### config.mk
export PLATFORM = sky130hd
export DESIGN_NAME = sram_mem_ctrl
export DESIGN_NICKNAME = d
export VERILOG_FILES = /design/src/rtl/mem_ctrl_pkg.sv /design/src/rtl/sram_beat_timer.sv /design/src/rtl/sram_mem_ctrl.sv
export SDC_FILE = /design/constraint.sdc
export NUM_CORES = 1
export LEC_CHECK = 0
export CORE_MARGIN = 10
export CORE_UTILIZATION = 47
export DETAILED_ROUTE_END_ITERATION = 6
export GPL_ROUTABILITY_DRIVEN = 1
export HOLD_SLACK_MARGIN = 0.12
export PLACE_DENSITY = 0.85
export SYNTH_ARGS = -nofsm -noshare
export SYNTH_HDL_FRONTEND = slang
export SYNTH_SLANG_ARGS = --single-unit
### constraint.sdc
create_clock -name clk -period 3.1 [get_ports clk]
set_input_delay 0.62 -clock clk [delete_from_list [all_inputs] [get_ports clk]]
set_output_delay 0.62 -clock clk [all_outputs]
set_load 0.01 [all_outputs]
### src/rtl/mem_ctrl_pkg.sv
// ---------------------------------------------------------------------------
// mem_ctrl_pkg
// Shared types and sizing helpers for the SRAM-backed MEM-stage controller.
//   state_t     : controller state encoding (IDLE, ACCESS, DONE)
//   clog2_min1  : ceil(log2(n)) but never narrower than one bit, so counters
//                 sized from it stay legal when there is only one beat
//   BEATS, BEAT_W, CNT_W, BYTE_SHIFT : sizing for the default build
//                 (32-bit pipeline word, 16-bit SRAM, 4 cycles per beat).
//                 Modules with other parameters derive their own copies
//                 from the same helper.
// ---------------------------------------------------------------------------
package mem_ctrl_pkg;

    typedef enum logic [1:0] {
        IDLE   = 2'd0,
        ACCESS = 2'd1,
        DONE   = 2'd2
    } state_t;

    function automatic int clog2_min1(input int n);
        return (n <= 1) ? 1 : $clog2(n);
    endfunction

    localparam int DEF_DATA_W      = 32;
    localparam int DEF_SRAM_DW     = 16;
    localparam int DEF_WAIT_CYCLES = 4;

    localparam int BEATS      = DEF_DATA_W / DEF_SRAM_DW;
    localparam int BEAT_W     = clog2_min1(BEATS);
    localparam int CNT_W      = clog2_min1(DEF_WAIT_CYCLES);
    localparam int BYTE_SHIFT = $clog2(DEF_DATA_W / 8);

endpackage

### src/rtl/sram_beat_timer.sv
// ---------------------------------------------------------------------------
// sram_beat_timer
// Wait-state / beat counter pair for the SRAM controller. Within a beat the
// count runs 0..WAIT_CYCLES-1; at the end of each beat the count wraps and
// the beat index advances, stopping on the last beat.
// Ports:
//   clk, rst     : clock, synchronous active-low reset
//   clear        : zero both counters (held while the controller is idle)
//   run          : advance the counters this cycle
//   beat         : current beat index
//   count        : current cycle within the beat
//   beat_last    : beat is the final beat of the word
//   access_last  : count is the final cycle of the beat
// ---------------------------------------------------------------------------
module sram_beat_timer
    import mem_ctrl_pkg::clog2_min1;
#(
    parameter int BEATS       = 2,
    parameter int WAIT_CYCLES = 4,
    localparam int BEAT_W     = clog2_min1(BEATS),
    localparam int CNT_W      = clog2_min1(WAIT_CYCLES)
) (
    input  logic              clk,
    input  logic              rst,
    input  logic              clear,
    input  logic              run,
    output logic [BEAT_W-1:0] beat,
    output logic [CNT_W-1:0]  count,
    output logic              beat_last,
    output logic              access_last
);

    assign beat_last   = (beat == BEAT_W'(BEATS - 1));
    assign access_last = (count == CNT_W'(WAIT_CYCLES - 1));

    // The beat index saturates on the last beat; the controller leaves
    // ACCESS on that same cycle, so it never needs to wrap.
    always_ff @(posedge clk) begin
        if (!rst || clear) begin
            beat  <= '0;
            count <= '0;
        end else if (run) begin
            if (access_last) begin
                count <= '0;
                if (!beat_last) begin
                    beat <= beat + BEAT_W'(1);
                end
            end else begin
                count <= count + CNT_W'(1);
            end
        end
    end

endmodule

### src/rtl/sram_mem_ctrl.sv
// ---------------------------------------------------------------------------
// sram_mem_ctrl
// MEM-stage data-memory controller in front of a narrow asynchronous SRAM.
// A pipeline word is moved as DATA_W/SRAM_DW beats, least-significant slice
// first, each beat lasting WAIT_CYCLES cycles. 'ready' low freezes the
// pipeline; it pulses high for one cycle (DONE) when the access completes.
// Ports:
//   clk, rst               : clock, synchronous active-low reset
//   rd_en, wr_en           : load / store request (store wins if both set)
//   address                : byte address, BASE_ADDR maps to SRAM word 0
//   wr_data / rd_data      : store value / last load result
//   ready                  : request complete, pipeline frozen while low
//   sram_addr              : SRAM word address
//   sram_dq_out/_oe/_in    : SRAM data bus (out, drive enable, in)
//   sram_we_n, sram_oe_n   : SRAM write strobe / output enable, active-low
// ---------------------------------------------------------------------------
module sram_mem_ctrl
    import mem_ctrl_pkg::*;
#(
    parameter int ADDR_W      = 32,
    parameter int DATA_W      = 32,
    parameter int SRAM_DW     = 16,
    parameter int SRAM_AW     = 18,
    parameter int WAIT_CYCLES = 4,
    parameter int BASE_ADDR   = 1024
) (
    input  logic               clk,
    input  logic               rst,
    input  logic               rd_en,
    input  logic               wr_en,
    input  logic [ADDR_W-1:0]  address,
    input  logic [DATA_W-1:0]  wr_data,
    output logic [DATA_W-1:0]  rd_data,
    output logic               ready,
    output logic [SRAM_AW-1:0] sram_addr,
    output logic [SRAM_DW-1:0] sram_dq_out,
    output logic               sram_dq_oe,
    input  logic [SRAM_DW-1:0] sram_dq_in,
    output logic               sram_we_n,
    output logic               sram_oe_n
);

    localparam int NUM_BEATS = DATA_W / SRAM_DW;
    localparam int BEAT_BITS = clog2_min1(NUM_BEATS);
    localparam int CNT_BITS  = clog2_min1(WAIT_CYCLES);
    localparam int SHIFT     = $clog2(DATA_W / 8);

    state_t state, state_next;

    logic                 op_wr;
    logic [ADDR_W-1:0]    addr_q;
    logic [DATA_W-1:0]    wdata_q;
    logic [DATA_W-1:0]    rd_data_q;
    logic [ADDR_W-1:0]    word;
    logic [BEAT_BITS-1:0] beat;
    logic [CNT_BITS-1:0]  count;
    logic                 beat_last;
    logic                 access_last;
    logic                 timer_clear;
    logic                 timer_run;
    logic                 request;

    assign request = rd_en | wr_en;
    assign rd_data = rd_data_q;

    // Wrapping subtraction: addresses below BASE_ADDR land at the top of
    // the word space rather than being rejected.
    assign word = (addr_q - ADDR_W'(BASE_ADDR)) >> SHIFT;

    sram_beat_timer #(
        .BEATS       (NUM_BEATS),
        .WAIT_CYCLES (WAIT_CYCLES)
    ) u_timer (
        .clk         (clk),
        .rst         (rst),
        .clear       (timer_clear),
        .run         (timer_run),
        .beat        (beat),
        .count       (count),
        .beat_last   (beat_last),
        .access_last (access_last)
    );

    // State register.
    always_ff @(posedge clk) begin
        if (!rst) begin
            state <= IDLE;
        end else begin
            state <= state_next;
        end
    end

    // Capture the request once in IDLE; later input changes are ignored
    // until the controller is idle again. A store takes priority over a load.
    always_ff @(posedge clk) begin
        if (!rst) begin
            op_wr   <= 1'b0;
            addr_q  <= '0;
            wdata_q <= '0;
        end else if (state == IDLE && request) begin
            op_wr   <= wr_en;
            addr_q  <= address;
            wdata_q <= wr_data;
        end
    end

    // Each read beat lands in its own slice on the beat's last cycle, so
    // the SRAM has had the full wait time to drive valid data.
    always_ff @(posedge clk) begin
        if (!rst) begin
            rd_data_q <= '0;
        end else if (state == ACCESS && !op_wr && access_last) begin
            rd_data_q[beat*SRAM_DW +: SRAM_DW] <= sram_dq_in;
        end
    end

    // Next-state and SRAM strobes. The write strobe is released on the last
    // cycle of each write beat so data is held past the rising edge of we_n.
    always_comb begin
        state_next  = state;
        ready       = 1'b0;
        timer_clear = 1'b0;
        timer_run   = 1'b0;
        sram_addr   = '0;
        sram_dq_out = '0;
        sram_dq_oe  = 1'b0;
        sram_we_n   = 1'b1;
        sram_oe_n   = 1'b1;
        case (state)
            IDLE: begin
                ready       = ~request;
                timer_clear = 1'b1;
                if (request) begin
                    state_next = ACCESS;
                end
            end
            ACCESS: begin
                timer_run = 1'b1;
                sram_addr = SRAM_AW'(word * ADDR_W'(NUM_BEATS) + ADDR_W'(beat));
                if (op_wr) begin
                    sram_dq_oe  = 1'b1;
                    sram_dq_out = wdata_q[beat*SRAM_DW +: SRAM_DW];
                    sram_we_n   = (count == CNT_BITS'(WAIT_CYCLES - 1));
                end else begin
                    sram_oe_n = 1'b0;
                end
                if (access_last && beat_last) begin
                    state_next = DONE;
                end
            end
            DONE: begin
                ready      = 1'b1;
                state_next = IDLE;
            end
            default: begin
                state_next = IDLE;
            end
        endcase
    end

endmodule

Word-level counts from Yosys, hierarchy flattened
Index checks and enable logic that the tools add are counted.
- $add $sub $neg: 5
- bitwise operators: 2
- equal/unequal tests: 5
- muxes and demuxes: 17
- shift-type cells: 3
- reductions and logical operators: 10
- operators by type and width (cell ; count):
    negator 5 -> 34 bit ; 1
    variable shift 16 x 34 -> 32 bit, first input constant ; 1
    variable part select 16 x 34 -> 32 bit ; 1
    bitwise mux 32 bit ; 1
    two-way mux 16 bit ; 2
    variable part select 32 x 6 -> 16 bit ; 1
    subtractor 19 x 11 -> 19 bit, second input constant ; 1
    adder 18 x 1 -> 18 bit ; 1
    two-way mux 18 bit ; 1
    two-way mux 1 bit ; 8
    two-way mux 2 bit ; 3
    == test 2 bit, second input constant ; 2
    logical AND 1 bit ; 4
    case mux 2 bit (2 select lines) ; 1
    AND reduction 2 bit ; 2
    adder 2 x 1 -> 2 bit, second input constant ; 1
    == test 2 x 1 -> 1 bit, second input constant ; 1
    zero test 1 bit ; 2
    zero test 2 bit ; 1
    inequality test 2 x 1 -> 1 bit, second input constant ; 1
    inequality test 2 bit, second input constant ; 1
    case mux 1 bit (2 select lines) ; 1
    adder 1 bit, second input constant ; 1
    logical OR 1 bit ; 1
    2 further kinds ; 2
- bits in registers: 89
- input port bits: 84
- output and inout port bits: 70

Logic depth before layout (Yosys ltp)
Gate-level depths: netlist of run 1.
- depth in word-level cells: 4
- depth in mapped cells: 6
- gate-level depth less buffers: 5

Hierarchy
Synthesis of run 1 repeated with hierarchy kept, for this count alone.
- cells, all modules: 459
- area, all modules: 3932.5 µm²
- by module, submodules not included (module ; area each (µm²) ; sequential area each (µm²) ; instances ; cells an instance):
    sram_mem_ctrl ; 3799.9 ; 1681.6 ; 1 ; 446
    sram_beat_timer ; 132.6 ; 60.1 ; 1 ; 13

Worst setup path before layout of run 1
OpenSTA, ideal clock, no wires.
- kind: input-to-output
- start point: in wr_en
- end point: out ready
- data arrival time: 1.482 ns
- buffers on the path: 2
- cell stages on the path: 4
- data required time: 2.480 ns
- setup slack: 0.998 ns
- path through: or2_2 > clkbuf_1 > clkbuf_1 > a21oi_1
- cells in the longest elaborated chain, start to end: 3
- RTL lines (what ; line ; RTL):
    from (decl) ; sram_mem_ctrl.sv:30 ; input logic wr_en,
    OR 1 bit ; sram_mem_ctrl.sv:63 ; assign request = rd_en | wr_en;
    NOT 1 bit ; sram_mem_ctrl.sv:131 ; ready = ~request;
    case mux 1 bit (2 select lines) ; sram_mem_ctrl.sv:129 ; case (state)
    to (decl) ; sram_mem_ctrl.sv:34 ; output logic ready,
No other way between the ends.

Worst setup path after layout of run 1
- start point: reg addr_q[10]
- end point: out sram_addr[14]
- cells in the longest elaborated chain, start to end: 3
- RTL lines (what ; line ; RTL):
    from (decl) ; sram_mem_ctrl.sv:51 ; logic [ADDR_W-1:0] addr_q;
    from (signal assigned) ; sram_mem_ctrl.sv:102 ; addr_q <= address;
    subtractor 19 x 11 -> 19 bit ; sram_mem_ctrl.sv:68 ; assign word = (addr_q - ADDR_W'(BASE_ADDR)) >> SHIFT;
    adder 18 x 1 -> 18 bit ; sram_mem_ctrl.sv:139 ; sram_addr = SRAM_AW'(word * ADDR_W'(NUM_BEATS) + ADDR_W'(beat));
    two-way mux 18 bit ; sram_mem_ctrl.sv:129 ;
    to (decl) ; sram_mem_ctrl.sv:35 ; output logic [SRAM_AW-1:0] sram_addr,
No other way between the ends.

==> run metrics, run 1 <==
Min Hold Slack 0.459 ns; clk_lat worst skew 0.35 ns; Worst Setup Start Kind flop; Die W 112 um; number of warnings issued by yosys 0; Synth Instances 460; Post-CTS Setup Inserts 0; skew final 0.00710 ns; Cell Count Post-Placement 674; ys flop type dfxtp_1; FF+latch count, synth 87; upper clock frequency limit 341 MHz; number of global-route vias before repair 3,619; DRC Markers 0; # diodes 0; sequential area share after synthesis 44.2%; hold path start rd_data[9]; most common cell in the netlist dfxtp_1; final-report max-slew violation count 0; die area 0.0124 mm^2; total wire length 11,200 um; worst-path maximum fanout 6; RSZ-0062 raised after global routing false; Clock Pin Slew Worst Setup and Hold Paths 0.08 ns; Crit Path Class flop to primary output; clock sinks 87; Unique masters post-synth 34; Routed wire per std cell 16.3 um; adder-cell share of the synthesized area 0.636%; sw frac 25.0%; post-route clock period utilization 94.5%; status finished clean; Synth top area share 44.2%; setup_tns 0 ns; EDFF count, synth 0; total number of vias 3,644; Hold-fix buffers, CTS 0; Critical Path RT 2.48 ns; Area growth syn-to-layout 41.4%; Simple-Gate Fraction of Synth Area 19.3%; final cell count without fillers 689; NetSw 592 uW; core area 0.00818 mm^2; Detailed Place HPWL 8090 um; Mapped Nets 546; type of destination of the critical path primary output; Initial Utilization 48.2%; vias per cell 5.29; initial antenna violation count 0; Final #Nets 666; Slew @ Worst Pin 0.648 ns; first drt pass iteration count 4; cell-internal power 1.77 mW; final antenna-violating net count 0; PwrDens 425 mW/mm^2; post-synthesis compound-gate area fraction 17.7%; area leader, netlist dfxtp_1; slew margin rel. 56.8%; Hold Violations, Final 0; xor/xnor cell area share of the yosys netlist 0.445%; H-tree Lvls 3; Post-synth top cells dfxtp_1 (87), nand2_1 (58), o21ai_0 (52); MaxCap Viol Count 0; Chip Height 112 um; PostCTS Resize Cnt 0; worst vdd ir 0.285 mV; syn avg cell area 8.56 um^2; Root Buffer clkbuf_8; GRT Total Usage 17.2%; Leak 2.08 nW; combinational power share 16.0%; CP startpoint addr_q[10]; I/O Buffers 138; largest family of logic cells by synthesized area simple AND/OR/NAND/NOR gates; CTS tree built; worst flop-to-flop path startpoint state[0]; clock group share of total power 33.3%; Critical Path AT 2.31 ns; fin crit period 2.93 ns; largest net degree at the start of global routing 52; # setup viols final 0; share of power burned in registers 50.7%; first-pass GRT wire length 18,100 um; ys async rst share 0%; GR Overflow Total 0; share of cells above drive strength 1 5.99%; IO Count 154; Syn Std Cell Area 0.00394 mm^2; CTS Buf Count 9; multiplexer area fraction after synthesis 12.5%; gpl congestion 0.823; worst hold path class flop to flop; top cells by area, synth dfxtp_1 (44%), mux2i_1 (12%), a21boi_0 (9.2%), o21ai_0 (6.6%), nand3_1 (6.4%); site row count 33; 1st-iter DRT viols 188; CTS max path bufs 2
worst max-delay path, stage by stage (launching register included):
cell	delay, ns
dfxtp_1	0.36
or4_1	0.57
or3_1	0.33
a21oi_1	0.15
clkdlybuf4s50_1	0.55
power by group through the flow:
| stage | sequential [mW] | clock, mW | combinational (mW) |
|---|---|---|---|
| after floorplan | 1.21 | 0 | 0.198 |
| after global placement | 1.22 | 0 | 0.370 |
| after detailed placement | 1.22 | 0 | 0.380 |
| after CTS | 1.20 | 0.806 | 0.382 |
| after global routing | 1.20 | 0.848 | 0.417 |
| final | 1.20 | 0.787 | 0.380 |
metal layers:
metal	track usage, %	part of all wire (%)
met5	0	0
met4	6.68	1.1
met3	3.60	5.0
met2	29.8	50
met1	20.2	43
cell families after synthesis:
| kind of cell | after synthesis |
|---|---|
| AO/OA/AOI/OAI | 111 |
| XOR/XNOR | 2 |
| adder cells (fa/ha/maj) | 2 |
| buffers and inverters | 48 |
| flip-flops | 87 |
| multiplexers | 49 |
| AND/OR/NAND/NOR | 161 |
through the flow:
step	setup slack [ns]	power [mW]	area, um^2	utilization [%]
CTS	0.154	2.39	5570	68.1
finish	0.171	2.36	5570	68.1
global route	0.110	2.47	5570	68.1
detailed placement	0.303	1.60	5370	65.7
floorplan	0.998	1.41	3940	-
global placement	0.376	1.59	5370	65.7
cell type report:
| type | count | area (um^2) |
|---|---|---|
| fillers | 665 | 2610 |
| multi-input cells | 325 | 2000 |
| flip-flops and latches | 87 | 1740 |
| repair buffers | 150 | 1470 |
| clock buffers | 11 | 151 |
| well taps | 105 | 131 |
| clock inverters | 4 | 45.0 |
| inverters | 7 | 26.3 |
final timing paths:
kind / to / slack, ns / cells past startpoint
setup / recovery: sram_addr[14] / 0.17 / 4
hold / removal: rd_data[9] / 0.46 / 2
setup reg to reg: rd_data[14] / 1.37 / 3
hold reg to reg: rd_data[9] / 0.46 / 2
layout by cell type, fill, tap and decap left out, drive strengths merged, types with 4 or more instances in the layout:
cell             n
mux2i           49
nor2            24
buf             13
nand2           58
dfxtp           87
clkbuf          11
a21oi            4
and2            11
clkdlybuf4s50  137
nand3           50
a21boi          50
o21ai           52
inv              7
sequential cells by signal, indices dropped and copies added (netlist names):
name,cells
state,2
addr_q,17
wdata_q,32
op_wr,1
u_timer.beat,1
u_timer.count,2
rd_data,32
Note: power is estimated with default switching activity, not from simulation.
==> run 2: changes to the inputs <==
--- a/config.mk
+++ b/config.mk
@@ -10,7 +10,7 @@
 export DETAILED_ROUTE_END_ITERATION = 6
 export GPL_ROUTABILITY_DRIVEN = 1
 export HOLD_SLACK_MARGIN = 0.12
-export PLACE_DENSITY = 0.85
+export PLACE_DENSITY = 0.84
 export SYNTH_ARGS = -nofsm -noshare
 export SYNTH_HDL_FRONTEND = slang
 export SYNTH_SLANG_ARGS = --single-unit
==> run 2 against run 1 <==
Compared with the run above: power is 5.3% higher; final cell count decreased by 0.15%; clock skew increased by 0.0022 ns; count of clock-buffer cells in the layout unchanged; combinational power about the same; critical path type unchanged; largest power group unchanged.
==> run metrics, run 2 (synthesis results as in run 1) <==
final antenna-violating net count 0 (unchanged); cells along the critical path or4_1, or3_1, a21oi_1, clkdlybuf4s50_1 (unchanged); Root Buffer clkbuf_8 (unchanged); Crit Path Class flop to primary output (unchanged); final instance area 0.00560 mm^2 (was 0.00557 mm^2); first-pass GRT wire length 18,500 um (was 18,100 um); Worst Setup Start Kind flop (unchanged); total number of vias 3,682 (was 3,644); Chip Height 112 um (unchanged); Critical-path top delay cell or4_1 (unchanged); Metal-1 WL 4800 um (was 4870 um); CTS tree built (unchanged); most frequent cells in the layout clkdlybuf4s50_1 (137), dfxtp_1 (87), nand2_1 (58) (unchanged); Die W 112 um (unchanged); gpl congestion 0.815 (was 0.823); number of global-route vias before repair 3,724 (was 3,619); largest net degree at the start of global routing 63 (was 52); max layer used met4 (unchanged); RSZ-0062 raised after global routing false (unchanged); post-route clock period utilization 93.9% (was 94.5%); total wire length 11,300 um (was 11,200 um); slew margin rel. 56.2% (was 56.8%); DRC Markers 0 (unchanged); worst flop-to-flop path startpoint state[0] (unchanged); Final WS setup 0.190 ns (was 0.171 ns); Detailed Place HPWL 8250 um (was 8090 um); skew final 0.00925 ns (was 0.00710 ns); PwrDens 444 mW/mm^2 (was 425 mW/mm^2); Area growth syn-to-layout 42.3% (was 41.4%); GRT Total Usage 17.4% (was 17.2%); Min Hold Slack 0.463 ns (was 0.459 ns); Hold-fix buffers, CTS 0 (unchanged); die area 0.0124 mm^2 (unchanged); CP startpoint addr_q[10] (unchanged); setup_tns 0 ns (unchanged); Initial Utilization 48.2% (unchanged); share of cells above drive strength 1 5.49% (was 5.99%); GR Overflow Total 0 (unchanged); DP Area 0.00538 mm^2 (was 0.00537 mm^2); worst vdd ir 0.267 mV (was 0.285 mV); Final #Nets 665 (was 666); I/O Buffers 138 (unchanged); H-tree Lvls 3 (unchanged); final-report max-slew violation count 0 (unchanged); site row count 33 (unchanged); Routed wire per std cell 16.5 um (was 16.3 um); # diodes 0 (unchanged); Slew @ Worst Pin 0.657 ns (was 0.648 ns); fin crit period 2.91 ns (was 2.93 ns); 1st-iter DRT viols 233 (was 188); CTS max path bufs 2 (unchanged); CP delay by family, top simple AND/OR/NAND/NOR gates (unchanged); worst hold path class flop to flop (unchanged); status finished clean (unchanged); Hold Violations, Final 0 (unchanged); type of destination of the critical path primary output (unchanged); vias per cell 5.35 (was 5.29); Critical Path AT 2.29 ns (was 2.31 ns); CTS Buf Count 9 (unchanged); upper clock frequency limit 344 MHz (was 341 MHz); met2 WL 5790 um (was 5650 um); most common library cell in the layout ignoring fill and taps clkdlybuf4s50_1 (unchanged); # setup viols final 0 (unchanged); CP peak stage delay 0.57 ns (about the same); Clock Pin Slew Worst Setup and Hold Paths 0.08 ns (about the same); PostCTS Resize Cnt 0 (unchanged); clk_lat worst skew 0.34 ns (was 0.35 ns); MaxCap Viol Count 0 (unchanged); Critical Path RT 2.48 ns (about the same); Post-Place Worst Slack 0.323 ns (was 0.303 ns); Leak 2.09 nW (was 2.08 nW); Cell Count Post-Placement 673 (was 674); Post-CTS Setup Inserts 0 (unchanged); DR WL met3 594 um (was 562 um); Buf+Inv Stages, Crit Path 1 (unchanged); initial antenna violation count 0 (unchanged); clock sinks 87 (unchanged); IO Count 154 (unchanged); worst-path maximum fanout 6 (unchanged); first drt pass iteration count 4 (unchanged); hold path start rd_data[24] (was rd_data[9]); core area 0.00818 mm^2 (unchanged); final cell count without fillers 688 (was 689)
[run 2: worst paths after layout]
kind / slack (ns) / cells after the start / endpoint
max reg2reg: 1.25 / 4 / wdata_q[20]
min: 0.46 / 2 / rd_data[24]
max: 0.19 / 4 / sram_addr[14]
min reg2reg: 0.46 / 2 / rd_data[24]
[run 2: report_power, final]
part,leakage [nW],switching (mW),internal (mW)
Sequential,0.711,0.0317,1.17
Combinational,1.26,0.182,0.199
Clock,0.113,0.379,0.531
[run 2: worst register-to-register path: cells and delay by family (launching register included)]
kind	cells	cell delay, ns
and+or+nand+nor	1	0.52
buffers and inverters	1	0.40
AOI/OAI and AO/OA	2	0.33
DFF	1	0.52
[run 2: layer usage]
layer | GRT usage (%) | vias up
met5 | 0 | -
met4 | 5.48 | 0
met3 | 3.97 | 12
met2 | 31.5 | 108
met1 | 19.8 | 1743
li1 | - | 1819
[run 2: area by class of cell]
| class | instances | area (um^2) |
|---|---|---|
| repair buffers | 149 | 1470 |
| fillers | 696 | 2570 |
| clock buffers | 11 | 131 |
| flip-flops and latches | 87 | 1740 |
| inverters | 7 | 26.3 |
| well taps | 105 | 131 |
| clock inverters | 4 | 95.1 |
| multi-input cells | 325 | 2000 |
[run 2: through the flow]
stage | total power, mW | util (%)
3_3_place_gp | 1.59 | 65.7
3_5_place_dp | 1.60 | 65.7
5_1_grt | 2.59 | 68.5
4_1_cts | 2.51 | 68.5
6_report | 2.49 | 68.5
2_1_floorplan | 1.41 | -
